`src/rtl/bcd_pkg.sv`:
```
// Shared constants and helpers for the cascaded BCD up/down counter.
package bcd_pkg;

  localparam logic [3:0] BCD_MAX  = 4'd9;
  localparam logic [3:0] BCD_MIN  = 4'd0;
  localparam logic       DIR_UP   = 1'b1;
  localparam logic       DIR_DOWN = 1'b0;

  // Out-of-range load digits saturate at 9 so a decade never holds 10..15.
  function automatic logic [3:0] bcd_clamp(input logic [3:0] x);
    return (x > BCD_MAX) ? BCD_MAX : x;
  endfunction

endpackage

```
`src/rtl/bcd_digit.sv`:
```
// One BCD decade: steps when step_in is high, passes carry/borrow on via step_out.
module bcd_digit
  import bcd_pkg::*;
(
  input  logic       clk_div,
  input  logic       BTN0,
  input  logic       load,
  input  logic [3:0] load_digit,
  input  logic       step_in,
  input  logic       dir_bit,
  input  logic       hold,
  output logic [3:0] digit,
  output logic       step_out
);

  logic       at_term;
  logic [3:0] next_digit;

  // A decade rolls over in the chosen direction at 9 (up) or 0 (down).
  assign at_term  = (dir_bit == DIR_UP) ? (digit == BCD_MAX) : (digit == BCD_MIN);
  assign step_out = step_in & at_term;

  always_comb begin
    next_digit = digit;
    if (dir_bit == DIR_UP)
      next_digit = at_term ? BCD_MIN : digit + 4'd1;
    else
      next_digit = at_term ? BCD_MAX : digit - 4'd1;
  end

  always_ff @(posedge clk_div or negedge BTN0) begin
    if (!BTN0)
      digit <= BCD_MIN;
    else if (load)
      digit <= bcd_clamp(load_digit);
    else if (step_in && !hold)
      digit <= next_digit;
  end

endmodule

```
`src/rtl/bcd_updown_counter_n.sv`:
```
// DIGITS-decade BCD up/down counter with load, wrap/saturate mode and terminal-count pulse.
module bcd_updown_counter_n
  import bcd_pkg::*;
#(
  parameter int DIGITS = 4,
  parameter bit WRAP   = 1'b1
) (
  input  logic                clk_div,
  input  logic                BTN0,
  input  logic                en,
  input  logic                dir_bit,
  input  logic                load,
  input  logic [4*DIGITS-1:0] load_val,
  output logic [4*DIGITS-1:0] BCD,
  output logic                tc,
  output logic                at_max,
  output logic                at_zero
);

  logic [DIGITS:0] step;
  logic            terminal;
  logic            hold;

  // The step request ripples up the chain; it escapes the top decade only
  // when the whole counter sits at its terminal value.
  assign step[0]  = en;
  assign terminal = step[DIGITS];
  assign hold     = !WRAP && terminal;

  for (genvar k = 0; k < DIGITS; k++) begin : g_digit
    bcd_digit u_digit (
      .clk_div    (clk_div),
      .BTN0       (BTN0),
      .load       (load),
      .load_digit (load_val[4*k +: 4]),
      .step_in    (step[k]),
      .dir_bit    (dir_bit),
      .hold       (hold),
      .digit      (BCD[4*k +: 4]),
      .step_out   (step[k+1])
    );
  end

  always_ff @(posedge clk_div or negedge BTN0) begin
    if (!BTN0)
      tc <= 1'b0;
    else
      tc <= !load && terminal;
  end

  always_comb begin
    at_max  = 1'b1;
    at_zero = 1'b1;
    for (int k = 0; k < DIGITS; k++) begin
      if (BCD[4*k +: 4] != BCD_MAX) at_max  = 1'b0;
      if (BCD[4*k +: 4] != BCD_MIN) at_zero = 1'b0;
    end
  end

endmodule

```
`config.mk`:
```
export PLATFORM = sky130hd
export DESIGN_NAME = bcd_updown_counter_n
export DESIGN_NICKNAME = d
export VERILOG_FILES = /design/src/rtl/bcd_pkg.sv /design/src/rtl/bcd_digit.sv /design/src/rtl/bcd_updown_counter_n.sv
export SDC_FILE = /design/constraint.sdc
export NUM_CORES = 1
export LEC_CHECK = 0
export BUFFER_PORTS_ARGS = -buffer_cell sky130_fd_sc_hd__buf_2
export CAP_MARGIN = 20
export CORE_ASPECT_RATIO = 0.75
export CORE_UTILIZATION = 39
export DETAILED_ROUTE_END_ITERATION = 12
export SKIP_CTS_REPAIR_TIMING = 1
export SLEW_MARGIN = 20
export SYNTH_ARGS = -nofsm -noshare
export SYNTH_HDL_FRONTEND = slang
export SYNTH_HIERARCHICAL = 1
export SYNTH_SLANG_ARGS = --single-unit
```
`constraint.sdc`:
```
create_clock -name clk_div -period 2.6 [get_ports clk_div]
set_input_delay 0.13 -clock clk_div [delete_from_list [all_inputs] [get_ports clk_div]]
set_output_delay 0.13 -clock clk_div [all_outputs]
set_load 0.02 [all_outputs]
```
==> reports/metrics.cfg, run 1 <==
[status]
outcome = finished clean

[final_layout]
layout_common_cells = buf_2 (39), inv_1 (19), dfrtp_1 (17), nand3_1 (12), nor2_1 (12)
final_cells = 312
num-nets-final = 291
antenna_cells = 0
design_area_um2 = 2152
fin_util_pct = 51.19
area_growth_pct = 21.81
final_common_cell = buf_2
layout-drive-gt1-share_pct = 33.07

[clock_network]
clkTransAtPathRegs_ps = 70
numCtsBuffers = 3
cts_root_buffer = clkbuf_8
clockBufferDepth = 2
clock_sinks = 17
cts_tree = done
clk_latency_ps = 260
htreeDepth = 1

[worst_hold_path]
hp-class = in -> reg
holdPathStages = 3

[global_routing]
antenna_found_initial = 0
grt_usage_pct = 21.15
grt_max_degree = 38
grt_first_pass_wirelength_um = 7728
gr-total-overflow = 0
grt_pass1_vias = 1574

[drt]
wl_um = 4605
ant_nets = 0
wire_per_inst_um = 14.76
post-route-drc-count = 0
drt_iter0_drc = 122
vias = 1765
dr.pass1.iters = 4
vias_per_cell = 5.657

[setup_path]
crit_chain = inv_2 -> ha_2 -> or3b_4 -> a21oi_4 -> and2_4 -> and2_2 -> and2_4 -> nor4bb_2 -> o21ai_1 -> a31oi_1 -> a2111oi_2
crit_path_end_kind = flip-flop
crit_arrival_ps = 2570
worstSetupPathType = reg -> reg
start_kind = flip-flop
path_common_cell = and2_4
crit_fanout = 4
cp_slowest_cell = or3b_4
cpPeakStageDelay_ps = 400
critPathRequiredTime_ps = 2740
ff2ff_path_depth = 11

[timing]
grt_setup_unrepaired = false
period_share_pct = 93.62
fin_crit_ps = 2434
finalHoldWorstSlack_ps = 122.5
skew_ps = 1.007
tightest_slew_ps = 640.9
finalSetupViolations = 0
hold_violations = 0
fmax_mhz = 410.8
slew_viol_final = 0
setup_slack_ps = 165.8
tns_ps = 0
slew_headroom_pct = 57.27

[power]
p_leak_nw = 0.9318
power_mw = 1.155
p_switching_uw = 505.8
netSwitchingFraction_pct = 43.81
internal_power_uw = 648.8
pwr-share-seq_pct = 33.9
power_frac_comb_pct = 47.6
ir_drop_uv = 291.7
clkPwrFrac_pct = 18.6
pwr_density_cell_nw_per_um2 = 536.5

[placed_design]
pre_cts_slack_ps = 109.2
dpl_cell_area_um2 = 2079
portBuffers = 39
hpwlAfterDp_um = 3413
dp_cells = 307
gp_congestion = 0.8591

[synthesis]
synth.top_cell.area_share_pct = 24.08
yosys_warnings = 6
yosysSeqAreaShare_pct = 24.08
synth_cells = 203
synth_area_leader_cell = dfrtp_1
ys_types = 34
synth_area_um2 = 1767
synth.ff_latch_count = 17
yosys-top-cells-area = dfrtp_1 (24%), ha_1 (8.5%), inv_1 (4.2%), a21oi_4 (3.7%), nand3_1 (3.4%)
avgSynthCellArea_um2 = 8.703

[floorplan]
core_area_um2 = 4204
num_rows = 20
io-pin-count = 40
die_area_um2 = 4806
start_util_pct = 42.02
die_x_um = 79.72
die-height_um = 60.29

[run]
maxCapViolations = 0

## synth_stat cells
library cell  instances
a21oi_4               4
a2111oi_2             4
nor2_1               12
a21oi_1               8
conb_1                1
o31ai_1               4
nand2_1               8
or4_1                 2
xnor2_1               4
and3b_1               4
nand3_1              12
and2_2                4
nor4_2                2
a41oi_1               4
or3b_4                4
a311oi_1              4
a31oi_1               4
o21ai_0              12
or3_1                 4
clkbuf_1              4
xor2_1                4
dfrtp_1              17
inv_1                20
nor4bb_1              4
a22oi_1               4
ha_1                 12
mux2_2                4
nor3_1                8
nor2b_1               5
nor3_2                4
or4_4                 2
a221oi_1              4
buf_6                 4
nand4_1               6
## power groups by stage
stage,sequential [mW],clock [mW],combinational (mW)
final,0.391,0.214,0.550
after global routing,0.401,0.236,0.609
after CTS,0.388,0.220,0.544
after detailed placement,0.394,0,0.541
after global placement,0.395,0,0.540
after floorplan,0.457,0,0.294
## cell families (layout without fill, tap and decap cells)
kind of cell,after synthesis,in the layout,share of synthesized area [%]
simple gates,81,81,29.53
xor+xnor,8,8,3.966
compound gates,52,52,23.51
buf+inv,28,75,7.648
other cells,1,8,0.2123
flops,17,17,24.08
fa+ha+maj,12,12,8.498
mux,4,4,2.549
## flip-flops by register name (all words and copies together), names as in the netlist
register               count
tc                         1
g_digit.u_digit/digit     16
## worst max-delay path: cells and delay by family (launching register included)
family / cells / cell delay (ps)
flip-flops: 1 / 390
AND/OR/NAND/NOR: 5 / 1160
adder cells (fa/ha/maj): 1 / 190
buffers and inverters: 1 / 70
AO/OA/AOI/OAI: 4 / 490
## final timing paths
path	slack [ps]	to	startpoint
setup / recovery	170	g_digit[3].u_digit/digit[3]	g_digit[0].u_digit/digit[1]
hold / removal	120	g_digit[0].u_digit/digit[2]	load_val[2]
setup reg to reg	170	g_digit[3].u_digit/digit[3]	g_digit[0].u_digit/digit[1]
hold reg to reg	590	g_digit[0].u_digit/digit[1]	g_digit[0].u_digit/digit[1]
max in group asynchronous	1950	g_digit[1].u_digit/digit[1]	BTN0
min in group asynchronous	340	g_digit[0].u_digit/digit[0]	BTN0
## area by class of cell
class                           instances  area (µm²)
Fill cell                             432        2052
Multi-Input combinational cell        165        1250
Sequential cell                        17       425.4
Timing Repair Buffer                   51       287.8
Inverter                               20       75.07
Tap cell                               55       68.82
Clock buffer                            4       45.04
## per-layer routing
metal	vias up	wire [µm]	global-route usage [%]
met5	-	0	0
met2	52	2114	32.72
li1	858	-	-
met1	851	2262	30.27
met4	0	25	5.195
met3	4	203	3.817
Power figures use the tool's default switching activity.
==> run 2, diff against run 1 <==
- BUFFER_PORTS_ARGS: -buffer_cell sky130_fd_sc_hd__buf_2 -> not set
- DONT_BUFFER_PORTS: not set -> 1
==> run 2 against run 1 <==
  * Count of clock-buffer cells in the layout decreased by 1
  * Worst hold slack worse by 93 ps
  * Critical path depth stayed put
  * Power down 5.7%
  * Largest cell class unchanged
  * Sequential power is 2% higher
  * Via count shrank 8.1%
==> reports/metrics.cfg, run 2 (synthesized netlist as in run 1, its figures left out) <==
[status]
outcome = finished clean

[timing]
setup_slack_ps = 144.5  ; -21.28 ps
slew_headroom_pct = 43.42  ; -14 points
grt_setup_unrepaired = false
tightest_slew_ps = 845.9  ; +205.0 ps
fmax_mhz = 407.2  ; -0.87%
finalSetupViolations = 0  ; unchanged
skew_ps = 3.034  ; +2.026 ps
fin_crit_ps = 2456  ; +21.28 ps
hold_violations = 0  ; unchanged
period_share_pct = 94.44  ; +0.82 points
slew_viol_final = 0  ; unchanged
tns_ps = 0  ; unchanged

[power]
p_switching_uw = 468.2  ; -7.4%
power_mw = 1.088  ; -5.7%
pwr_density_cell_nw_per_um2 = 546.0  ; +1.8%
internal_power_uw = 620.1  ; -4.4%
clkPwrFrac_pct = 18.4  ; -0.2 points
p_leak_nw = 0.7991  ; -14%
ir_drop_uv = 227.0  ; -22%
pwr-share-seq_pct = 36.7  ; +2.8 points
netSwitchingFraction_pct = 43.02  ; -0.79 points
power_frac_comb_pct = 44.9  ; -2.7 points

[global_routing]
gr-total-overflow = 0  ; unchanged
antenna_found_initial = 0  ; unchanged
grt_max_degree = 38  ; unchanged
grt_pass1_vias = 1351  ; -14%
grt_first_pass_wirelength_um = 6941  ; -10%
grt_usage_pct = 19.05  ; -2.1 points

[placed_design]
hpwlAfterDp_um = 3313  ; -2.9%
gp_congestion = 0.7921  ; -7.8%
pre_cts_slack_ps = 38.92  ; -70.32 ps
dp_cells = 270  ; -12%
portBuffers = 0  ; -100%

[final_layout]
layout_common_cells = inv_1 (19), dfrtp_1 (17), buf_4 (14), nand3_1 (12), nor2_1 (12)
num-nets-final = 256  ; -12%
fillers = 403  ; -6.7%
area_growth_pct = 12.82
antenna_cells = 0  ; unchanged
largest_reg_flops = 16  ; unchanged
final_cells = 277  ; -11%
layout-drive-gt1-share_pct = 22.07  ; -11 points
reg_top3 = g_digit.u_digit/digit: 16 flops, tc: 1 flops
max_flop_register = g_digit.u_digit/digit
final_common_cell = inv_1

[floorplan]
die-height_um = 60.29  ; unchanged
num_rows = 20  ; unchanged
start_util_pct = 42.02  ; unchanged
die_area_um2 = 4806  ; unchanged
die_x_um = 79.72  ; unchanged
core_area_um2 = 4204  ; unchanged
io-pin-count = 40  ; unchanged

[setup_path]
critPathRequiredTime_ps = 2730  ; about the same
crit_path_end_kind = flip-flop
start_kind = flip-flop
cpPeakStageDelay_ps = 400  ; about the same
crit_fanout = 4  ; unchanged
cp-startpoint = g_digit[0].u_digit/digit[1]
crit_chain = inv_2 -> ha_2 -> or3b_4 -> a21oi_4 -> and2_4 -> and2_2 -> and2_4 -> nor4bb_4 -> o21ai_1 -> a31oi_1 -> a2111oi_2
r2r_start = g_digit[0].u_digit/digit[1]
cp_slowest_cell = or3b_4
path_common_cell = and2_4
worstPathBufferInverterCount = 1  ; unchanged
crit_arrival_ps = 2580  ; about the same
worstSetupPathType = reg -> reg
crit_family = simple AND/OR/NAND/NOR gates

[clock_network]
clockBufferDepth = 2  ; unchanged
htreeDepth = 1  ; unchanged
cts_root_buffer = clkbuf_8
clock_sinks = 17  ; unchanged
numCtsBuffers = 3  ; unchanged
cts_tree = done
clkTransAtPathRegs_ps = 70  ; about the same
clk_latency_ps = 250  ; about the same

[drt]
drt_iter0_drc = 147  ; +20%
ant_nets = 0  ; unchanged
dr.pass1.iters = 4  ; unchanged
vias_per_cell = 5.856  ; +3.5%
post-route-drc-count = 0  ; unchanged
vias = 1622  ; -8.1%
wl_um = 4448  ; -3.4%
wire_per_inst_um = 16.06  ; +8.8%

[run]
maxCapViolations = 0  ; unchanged

[worst_hold_path]
hp-class = in -> reg
min-delay-start = load_val[2]

run 2: worst register-to-register path: stages, from the launching register on:
cell and delay [ps]:
dfrtp_1 390, inv_2 80, ha_2 190, or3b_4 400, a21oi_4 160, and2_4 180, and2_2 160, and2_4 160
nor4bb_4 270, o21ai_1 100, a31oi_1 190, a2111oi_2 60
run 2: path summary, 6_finish.rpt:
| check | to | slack [ps] | depth (start not counted) |
|---|---|---|---|
| worst max-delay path | g_digit[3].u_digit/digit[3] | 140 | 11 |
| worst min-delay path | g_digit[0].u_digit/digit[2] | 30 | 2 |
| worst max register to register | g_digit[3].u_digit/digit[3] | 140 | 11 |
| worst min register to register | g_digit[1].u_digit/digit[1] | 600 | 2 |
| max in group asynchronous | g_digit[2].u_digit/digit[3] | 1660 | 1 |
| min in group asynchronous | g_digit[0].u_digit/digit[0] | 420 | 1 |
run 2: cell type report:
| class | count | area [µm²] | area share [%] |
|---|---|---|---|
| repair buffers | 16 | 125.1 | 6.277 |
| well taps | 55 | 68.82 | 3.453 |
| flip-flops and latches | 17 | 425.4 | 21.34 |
| clock buffers | 3 | 41.29 | 2.072 |
| clock inverters | 1 | 5.005 | 0.2511 |
| inverters | 20 | 75.07 | 3.766 |
| multi-input cells | 165 | 1252 | 62.84 |
run 2: layer usage:
| layer | up-vias | part of all wire, % | GRT usage [%] | wire, µm |
|---|---|---|---|---|
| met5 | - | 0 | 0 | 0 |
| met4 | 0 | 0 | 3.117 | 0 |
| met3 | 0 | 6.6 | 4.885 | 294 |
| met2 | 59 | 44 | 27.96 | 1968 |
| met1 | 772 | 49 | 28.05 | 2184 |
| li1 | 791 | - | - | - |
run 2: metrics by stage:
step / utilization [%] / cell area (µm²) / hold slack (ps)
4_1_cts: 46.28 / 1946 / -448.4
3_3_place_gp: 45.18 / 1899 / -165.1
5_1_grt: 47.41 / 1993 / 28.14
6_report: 47.41 / 1993 / 29.20
3_5_place_dp: 45.18 / 1899 / -165.0
2_1_floorplan: - / 1793 / -165.6
run 2: power by group through the flow:
stage	registers [mW]	logic, mW	clock network (mW)
final	0.399	0.488	0.201
after global routing	0.406	0.539	0.227
after CTS	0.396	0.471	0.211
after detailed placement	0.402	0.469	0
after global placement	0.401	0.470	0
after floorplan	0.457	0.294	0
==> run 3, diff against run 2 <==
- clock period: 2.6 -> 2.9 ns (I/O delays scaled with it)
==> run 3 against run 2 <==
  * Critical path depth shrank 1
  * Non-clock buffer count shrank 6
  * Fmax shrank 3.7%
  * Combinational power shrank 21%
  * Wire length shrank 2.4%
  * Largest cell class unchanged
  * Largest power group unchanged
==> reports/metrics.cfg, run 3 (synthesized netlist as in run 1, its figures left out) <==
[setup_path]
cpPeakStageDelay_ps = 410  ; about the same
cp_slowest_cell = or3b_4
path_common_cell = and2_2
crit_family = simple AND/OR/NAND/NOR gates
crit_path_end_kind = flip-flop
worstPathBufferInverterCount = 1  ; unchanged
crit_chain = inv_1 -> ha_1 -> or3b_4 -> a21oi_4 -> and2_2 -> and2_2 -> and2_2 -> a21oi_1 -> a221oi_1 -> o21ai_0
crit_fanout = 7  ; +3
start_kind = flip-flop
crit_arrival_ps = 2660  ; +80 ps
worstSetupPathType = reg -> reg
critPathRequiredTime_ps = 3010  ; +280 ps

[status]
outcome = finished clean

[power]
netSwitchingFraction_pct = 43.68  ; +0.65 points
power_frac_comb_pct = 40.3  ; -4.6 points
p_switching_uw = 419.4  ; -10%
internal_power_uw = 540.8  ; -13%
ir_drop_uv = 264.9  ; +17%
pwr_density_cell_nw_per_um2 = 498.3  ; -8.7%
p_leak_nw = 0.7641  ; -4.4%
clkPwrFrac_pct = 19.7  ; +1.3 points
pwr-share-seq_pct = 40.0  ; +3.3 points

[global_routing]
grt_pass1_vias = 1443  ; +6.8%
antenna_found_initial = 0  ; unchanged
grt_first_pass_wirelength_um = 7176  ; +3.4%
grt_usage_pct = 19.59  ; +0.55 points
grt_max_degree = 38  ; unchanged
gr-total-overflow = 0  ; unchanged

[final_layout]
layout-drive-gt1-share_pct = 18.06  ; -4.0 points
final_cells = 271  ; -2.2%
antenna_cells = 0  ; unchanged
reg_top3 = g_digit.u_digit/digit: 16 flops, tc: 1 flops
layout_common_cells = inv_1 (20), dfrtp_1 (17)
fillers = 406  ; +0.74%
largest_reg_flops = 16  ; unchanged
final_common_cell = inv_1
max_flop_register = g_digit.u_digit/digit
num-nets-final = 250  ; -2.3%
area_growth_pct = 9.065

[timing]
period_share_pct = 87.90  ; -6.5 points
skew_ps = 8.662  ; +5.628 ps
fin_crit_ps = 2549  ; +93.45 ps
tns_ps = 0  ; unchanged
tightest_slew_ps = 831.3  ; -14.68 ps
setup_slack_ps = 351.0  ; +206.6 ps
slew_headroom_pct = 44.40  ; +0.98 points
slew_viol_final = 0  ; unchanged
hold_violations = 0  ; unchanged
grt_setup_unrepaired = false
fmax_mhz = 392.3  ; -3.7%
finalSetupViolations = 0  ; unchanged

[placed_design]
gp_congestion = 0.7948  ; +0.34%
dp_cells = 265  ; -1.9%
pre_cts_slack_ps = 383.1  ; +344.2 ps
portBuffers = 0  ; unchanged
hpwlAfterDp_um = 3171  ; -4.3%

[clock_network]
numCtsBuffers = 3  ; unchanged
cts_root_buffer = clkbuf_8
htreeDepth = 1  ; unchanged
clk_latency_ps = 260  ; about the same
cts_tree = done
clock_sinks = 17  ; unchanged
clockBufferDepth = 2  ; unchanged
clkTransAtPathRegs_ps = 80  ; about the same

[drt]
wire_per_inst_um = 16.02  ; -0.22%
wl_met2_um = 1904  ; -3.3%
post-route-drc-count = 0  ; unchanged
dr.pass1.iters = 4  ; unchanged
wl_met3_um = 197  ; -33%
wl_um = 4342  ; -2.4%
highest_layer = met4
ant_nets = 0  ; unchanged
drt_iter0_drc = 121  ; -18%
vias_per_cell = 5.875  ; +0.32%
m1WireLength_um = 2208  ; +1.1%
vias = 1592  ; -1.8%

[run]
maxCapViolations = 0  ; unchanged

[floorplan]
num_rows = 20  ; unchanged
io-pin-count = 40  ; unchanged
die-height_um = 60.29  ; unchanged
die_x_um = 79.72  ; unchanged
core_area_um2 = 4204  ; unchanged
start_util_pct = 42.02  ; unchanged
die_area_um2 = 4806  ; unchanged

[worst_hold_path]
hp-class = in -> reg

==> run 3: cell types whose count changed in the layout (fill, tap and decap cells not counted), sizes merged <==
cell and delta:
clkbuf +1, clkinv -1, buf -6
==> run 3: final cells by class <==
type,count,area [µm²],share of cell area (%)
Sequential cell,17,425.4,22.08
Inverter,20,75.07,3.896
Clock buffer,4,45.04,2.338
Tap cell,55,68.82,3.571
Timing Repair Buffer,10,80.08,4.156
Multi-Input combinational cell,165,1232,63.96
==> run 3: power groups by stage <==
stage / sequential (mW) / combinational [mW] / clock, mW
after global placement: 0.388 / 0.375 / 0
final: 0.384 / 0.387 / 0.189
after global routing: 0.396 / 0.434 / 0.206
after detailed placement: 0.388 / 0.376 / 0
after CTS: 0.384 / 0.379 / 0.193
after floorplan: 0.410 / 0.264 / 0
==> run 3: through the flow <==
step                      instance area (µm²)  hold slack (ps)  util, %  power [mW]
after floorplan                          1793           -150.6        -      0.6738
after detailed placement                 1862           -150.2    44.29      0.7647
after CTS                                1907           -432.2    45.36      0.9553
after global placement                   1862           -150.2    44.29      0.7631
final                                    1927            53.05    45.83      0.9602
after global routing                     1927            79.13    45.83       1.035
==> run 3: worst paths after layout <==
check                                             from                          end  slack [ps]  depth (start not counted)
min in group asynchronous                         BTN0  g_digit[0].u_digit/digit[2]         420                          1
max                        g_digit[0].u_digit/digit[1]  g_digit[3].u_digit/digit[2]         350                         10
max in group asynchronous                         BTN0  g_digit[0].u_digit/digit[0]        1950                          1
max reg2reg                g_digit[0].u_digit/digit[1]  g_digit[3].u_digit/digit[2]         350                         10
min reg2reg                g_digit[1].u_digit/digit[1]  g_digit[1].u_digit/digit[1]         600                          2
min                                       load_val[14]  g_digit[3].u_digit/digit[2]          50                          2
==> run 3: layer usage <==
layer  vias to the layer above  track usage [%]
li1                        780                -
met5                         -                0
met2                        46            30.16
met3                         4            4.122
met1                       762            28.09
met4                         0            3.896
